===== config.mk =====
export PLATFORM = sky130hd
export DESIGN_NAME = shift_reg_univ
export DESIGN_NICKNAME = d
export VERILOG_FILES = /design/src/rtl/shift_reg_univ.sv
export SDC_FILE = /design/constraint.sdc
export NUM_CORES = 1
export LEC_CHECK = 0
export ABC_AREA = 1
export CAP_MARGIN = 15
export CORE_UTILIZATION = 35
export CTS_CLUSTER_DIAMETER = 100
export DETAILED_ROUTE_END_ITERATION = 8
export SYNTH_ARGS = -nofsm -noshare
export SYNTH_HDL_FRONTEND = slang
export SYNTH_SLANG_ARGS = --single-unit

===== constraint.sdc =====
create_clock -name clk -period 1.7 [get_ports clk]
set_input_delay 0.255 -clock clk [delete_from_list [all_inputs] [get_ports clk]]
set_output_delay 0.255 -clock clk [all_outputs]
set_load 0.01 [all_outputs]

===== src/rtl/shift_reg_univ.sv =====
// Universal WIDTH-bit shift register: load, clear, hold, and multi-step
// shifts/rotates sequenced by a start/busy/done handshake.
module shift_reg_univ #(
    parameter int unsigned WIDTH = 8,
    parameter int unsigned AMT_W = 4
) (
    input  logic             clk,
    input  logic             rst_n,
    input  logic             start,
    input  logic [2:0]       op,
    input  logic [AMT_W-1:0] amt,
    input  logic [WIDTH-1:0] d,
    input  logic             sin,
    output logic [WIDTH-1:0] q,
    output logic             sout,
    output logic             busy,
    output logic             done
);

    localparam logic [2:0] OP_HOLD = 3'b000;
    localparam logic [2:0] OP_LOAD = 3'b001;
    localparam logic [2:0] OP_SHL  = 3'b010;
    localparam logic [2:0] OP_SHR  = 3'b011;
    localparam logic [2:0] OP_ROL  = 3'b100;
    localparam logic [2:0] OP_ROR  = 3'b101;
    localparam logic [2:0] OP_ASR  = 3'b110;
    localparam logic [2:0] OP_CLR  = 3'b111;

    typedef enum logic {
        IDLE = 1'b0,
        RUN  = 1'b1
    } state_t;

    state_t             state_q, state_d;
    logic [WIDTH-1:0]   q_q, q_d;
    logic               sout_q, sout_d;
    logic               busy_q, busy_d;
    logic               done_q, done_d;
    logic [AMT_W-1:0]   cnt_q, cnt_d;
    logic [2:0]         op_q, op_d;
    logic [WIDTH-1:0]   step_q;
    logic               step_out;
    logic               is_shift_op;

    assign is_shift_op = (op != OP_HOLD) && (op != OP_LOAD) && (op != OP_CLR);

    // State register
    always_ff @(posedge clk) begin
        if (!rst_n) begin
            state_q <= IDLE;
        end else begin
            state_q <= state_d;
        end
    end

    // Next-state logic
    always_comb begin
        state_d = state_q;
        case (state_q)
            IDLE: if (start && is_shift_op) state_d = RUN;
            RUN:  if (cnt_q == '0)          state_d = IDLE;
            default: state_d = IDLE;
        endcase
    end

    // Result of one single-bit step of the latched operation
    always_comb begin
        step_q   = q_q;
        step_out = sout_q;
        case (op_q)
            OP_SHL: begin step_q = {q_q[WIDTH-2:0], sin};        step_out = q_q[WIDTH-1]; end
            OP_SHR: begin step_q = {sin, q_q[WIDTH-1:1]};        step_out = q_q[0];       end
            OP_ROL: begin step_q = {q_q[WIDTH-2:0], q_q[WIDTH-1]}; step_out = q_q[WIDTH-1]; end
            OP_ROR: begin step_q = {q_q[0], q_q[WIDTH-1:1]};     step_out = q_q[0];       end
            OP_ASR: begin step_q = {q_q[WIDTH-1], q_q[WIDTH-1:1]}; step_out = q_q[0];     end
            default: ;
        endcase
    end

    // Output and datapath next values
    always_comb begin
        q_d    = q_q;
        sout_d = sout_q;
        cnt_d  = cnt_q;
        op_d   = op_q;
        done_d = 1'b0;
        busy_d = (state_d == RUN);
        case (state_q)
            IDLE: begin
                if (start) begin
                    case (op)
                        OP_HOLD: done_d = 1'b1;
                        OP_LOAD: begin q_d = d;  done_d = 1'b1; end
                        OP_CLR:  begin q_d = '0; done_d = 1'b1; end
                        default: begin
                            op_d  = op;
                            cnt_d = amt;
                        end
                    endcase
                end
            end
            RUN: begin
                if (cnt_q != '0) begin
                    q_d    = step_q;
                    sout_d = step_out;
                    cnt_d  = cnt_q - AMT_W'(1);
                end else begin
                    done_d = 1'b1;
                end
            end
            default: ;
        endcase
    end

    // Datapath and output registers
    always_ff @(posedge clk) begin
        if (!rst_n) begin
            q_q    <= '0;
            sout_q <= 1'b0;
            busy_q <= 1'b0;
            done_q <= 1'b0;
            cnt_q  <= '0;
            op_q   <= OP_HOLD;
        end else begin
            q_q    <= q_d;
            sout_q <= sout_d;
            busy_q <= busy_d;
            done_q <= done_d;
            cnt_q  <= cnt_d;
            op_q   <= op_d;
        end
    end

    assign q    = q_q;
    assign sout = sout_q;
    assign busy = busy_q;
    assign done = done_q;

endmodule

# Yosys cells after proc, flatten, opt, wreduce, memory -nomap -nowiden
# Cells that the tools add are included.
classes:
  addsub: 1
  n_eq_ne: 16
  mux: 17
  bitwise_logic: 2
  reduce_logical: 16
op_table:
  columns: ["op", "count"]
  rows:
  - ["$pmux W8 S5", 1]
  - ["$pmux W8 S2", 2]
  - ["$mux W8", 2]
  - ["$eq A3 B3 Y1 const B", 4]
  - ["$mux W4", 3]
  - ["$reduce_and A3 Y1", 3]
  - ["$pmux W4 S2", 1]
  - ["$eq A3 B2 Y1 const B", 2]
  - ["$ne A2 B2 Y1 const B", 3]
  - ["$ne A3 B1 Y1 const B", 2]
  - ["$ne A6 B1 Y1 const B", 1]
  - ["$pmux W1 S2", 3]
  - ["$reduce_or A3 Y1", 2]
  - ["$mux W1", 5]
  - ["$ne A5 B1 Y1 const B", 1]
  - ["$reduce_and A5 Y1", 1]
  - ["$logic_not A4 Y1", 1]
  - ["$reduce_and A4 Y1", 1]
  - ["$reduce_bool A4 Y1", 1]
  - ["$sub A4 B1 Y4 const B", 1]
  - ["$eq A3 B1 Y1 const B", 1]
  - ["$logic_and A1 B1 Y1", 3]
  - ["$logic_not A3 Y1", 1]
  - ["$ne A3 B3 Y1 const B", 1]
  - ["other kinds (5)", 6]
word_totals:
  ff_bits: 18
  in_bits: 19
  output_inout_bits: 11
  word_cells: 59

# Longest topological paths before layout
logic_depth:
  depth_word: 6
  depth_mapped: 11

# Least setup slack after synthesis
# No wires, ideal clock.
synth_path:
  path_type: "reg-to-reg"
  startpoint: "register cnt_q[0]"
  endpoint: "register q_q[4], in the netlist q[4]"
  t_arrival_ns: 1.256
  setup_slack_ns: 0.335
  stages_incl_launch_ff: 12
  synth_period_minus_slack_ns: 1.365
  path_cell_list: "dfxtp_1 inv_1 ha_1 nand2_1 nand2_2 nand2_2 nand3_2 buf_6 nor2_1 nand2_1 nand2_1 inv_1"
synth_between:
  elab_chain_len: 3
synth_lines:
  columns: ["item", "line_no", "source"]
  rows:
  - ["start, declared", "39", "logic [AMT_W-1:0] cnt_q, cnt_d;"]
  - ["start signal, assigned", "129", "cnt_q <= cnt_d;"]
  - ["$reduce_bool A4 Y1", "103", "if (cnt_q != '0) begin"]
  - ["$ne A2 B1 Y1 (no source line)", null, null]
  - ["$reduce_and A4 Y1 (no source line)", null, null]
  - ["end signal, assigned", "125", "q_q <= q_d;"]
  - ["end, declared", "35", "logic [WIDTH-1:0] q_q, q_d;"]
# Every way passes these cells.
# A chain may end at the register's enable or synchronous reset.

# Worst setup path after layout
layout_path:
  startpoint: "register q_q[7], in the netlist q[7]"
  endpoint: "output port q[7]"
layout_lines:
  columns: ["item", "line_no", "source"]
  rows:
  - ["end, declared", "14", "output logic [WIDTH-1:0] q,"]
# No word-level cell between the ends.

==> results.yml <==
status:
  status: "completed"
floorplan:
  die_area_sq_um: 3510
  ioPinCount: 30
  die_w_um: 59.3
  rows: 20
  start_util_pct: 37.3
  die_y_um: 59.3
  core_sq_um: 3080
grt:
  grt_use_total_pct: 17.1
  grt_pass1_vias: 1063
  grt_remaining_overflow: 0
  grt_max_degree: 15
  grt_pass1_wl_um: 4500
  antenna_found_initial: 0
timing:
  fin_skew_ns: 0.0115
  setup_violations: 0
  fin_crit_ns: 1.56
  worst_pin_slew_ns: 0.453
  rsz0062_at_grt: "no"
  fmax_mhz: 642
  hold_viol: 0
  relSlewSlack_pct: 69.8
  finalCritPeriodShare_pct: 91.7
  drv_slew: 0
route:
  ant_nets: 0
  drt_iter0_markers: 45
  avgViaCountPerCell: 4.74
  wl_met3_um: 132
  routed.top_layer: "met4"
  dr.pass1.iters: 4
  met1_length_um: 1270
  drt-wirelength-per-cell_um: 10.9
  drc: 0
  routed_wl_um: 2810
  vias: 1218
  dr_wl_met2_um: 1380
finish:
  postLayoutCellArea_sq_um: 1540
  syn2layout_area_growth_pct: 33.8
  multi_input_area_sq_um: 667
  final_nets: 235
  antenna_cells: 0
  seq_area_sq_um: 360
  nFillCells: 335
  drive_gt1_share_pct: 10.8
  instances_no_fill: 257
placed_design:
  place_area_sq_um: 1510
  io_buffers: 29
  dp_hpwl_um: 2130
  gp_congestion: 0.807
  dp.cells: 254
worst_setup_path:
  cp_max_fo: 5
  cp.arrival_ns: 1.30
  critPathSlowestCell: "clkdlybuf4s50_1"
  cpPeakStageDelay_ns: 0.57
  critPathTopFamily: "buffers and inverters"
  crit_required_ns: 1.44
  endpoint_kind: "primary output"
  start_kind: "flip-flop"
  cp_cell_sequence: "clkdlybuf4s50_1"
  crit_type: "flip-flop to primary output"
  r2r_slack_ns: 0.25
  worst-path-buf-inv: 1
cts:
  clk_latency_ns: 0.30
  cts.sinks: 18
  cts_tree: "built"
  clockBufferDepth: 2
  h-tree-depth: 1
  cts_root_buf: "clkbuf_4"
  numCtsBuffers: 3
  cts.clk_slew.worst_paths_ns: 0.11
yosys:
  synth-seq-cells: 18
  syn_nets: 200
  ys_warn_count: 0
  yosysUniqueCellTypes: 27
  yosysSeqAreaShare_pct: 31.4
  syn_inst: 180
  synth_area_sq_um: 1150
  syn_avg_cell_area_sq_um: 6.37
power_and_ir_drop:
  max-vdd-ir-drop_mv: 0.433
  p_leak_nw: 0.648
  powerDensity_nw_per_um2: 711
min_path:
  hp-class: "flip-flop to flip-flop"
flow_run:
  maxCapViolations: 0
synth_stat cells:
master	n	share of area (%)
nand4_2	1	1.1
mux2i_1	1	0.87
nor2_1	19	6.2
nand4_1	2	1.1
nor3_1	1	0.44
ha_1	1	1.1
a21oi_2	3	2.3
nand3_4	1	1.5
dfxtp_1	18	31
clkinv_4	1	0.76
xor2_1	1	0.76
o21ai_0	11	4.8
a31oi_1	1	0.55
inv_1	23	7.5
nand3_1	9	3.9
buf_2	2	0.87
a22oi_1	1	0.65
buf_6	1	0.98
and3_1	1	0.55
a21oi_1	19	8.3
nand2_1	50	16
nand2_2	2	1.1
o21ai_1	2	0.87
o211ai_1	1	0.65
inv_2	2	0.65
nand3_2	5	4.4
clkbuf_1	1	0.33
placed cells by master (no fill, tap or decap), types with 2 or more instances in the layout:
| master | instances |
|---|---|
| nand2_1 | 50 |
| nand3_1 | 9 |
| o21ai_1 | 2 |
| o21ai_0 | 11 |
| clkdlybuf4s50_1 | 29 |
| inv_2 | 2 |
| nand2_2 | 2 |
| clkbuf_4 | 3 |
| nand3_2 | 4 |
| nor2_1 | 19 |
| a21oi_2 | 3 |
| buf_4 | 5 |
| inv_1 | 23 |
| nand4_1 | 2 |
| nand3_4 | 2 |
| a21oi_1 | 19 |
| dfxtp_1 | 18 |
cell families after synthesis:
group	count (synthesis)	synth area share, %
muxes	1	0.872
buffers and inverters	30	11.1
adders and majority gates	1	1.09
DFF	18	31.4
and+or+nand+nor	91	36.6
AOI/OAI and AO/OA	38	18.1
xor gates and xnor gates	1	0.763
stage by stage:
stage	TNS [ns]	worst slack (ns)	utilization (%)	hold slack, ns	power (mW)
5_1_grt	0	0.0884	49.9	0.535	1.17
6_report	0	0.141	49.9	0.511	1.09
4_1_cts	0	0.122	49.6	0.508	1.10
3_5_place_dp	-0.000548	-0.000548	48.9	0.488	0.875
2_1_floorplan	0	0.335	-	0.378	0.734
3_3_place_gp	0	0.0747	48.9	0.478	0.870
per-layer routing:
layer / vias to the layer above / global-route usage (%)
met5: - / 0
met4: 0 / 3.06
met3: 2 / 4.59
met2: 23 / 30.5
met1: 539 / 20.5
li1: 654 / -
final timing paths:
path                         start                 to  depth (start not counted)
min reg2reg      sout$_SDFFE_PN0P_  sout$_SDFFE_PN0P_                          2
max reg2reg  cnt_q[0]$_SDFFE_PN0P_  q[4]$_SDFFE_PN0P_                         10
max              q[7]$_SDFFE_PN0P_               q[7]                          1
min              sout$_SDFFE_PN0P_  sout$_SDFFE_PN0P_                          2
flip-flops by register name, summed over array words and instances (netlist names):
register and cells:
busy 1, cnt_q 4, q 8, done 1, op_q 3, sout 1
where the power goes:
part | internal (mW) | total (mW) | switching [mW]
Sequential | 0.463 | 0.499 | 0.0365
Combinational | 0.172 | 0.370 | 0.198
Clock | 0.0827 | 0.223 | 0.140
Total | 0.717 | 1.09 | 0.375
timing repair:
action                                  4_1_cts  5_1_grt
buffers inserted                              0        0
hold buffers                                  0        0
endpoints found under the setup margin        0        1
endpoints found under the hold margin         0        0
gates resized for setup                       0        1
layout make-up:
| cell class | instances | share of cell area [%] |
|---|---|---|
| multi-input cells | 132 | 43.4 |
| flip-flops and latches | 18 | 23.5 |
| repair buffers | 34 | 21.4 |
| inverters | 26 | 6.68 |
| well taps | 44 | 3.59 |
| clock buffers | 3 | 1.47 |
Note: power is estimated with default switching activity, not from simulation.
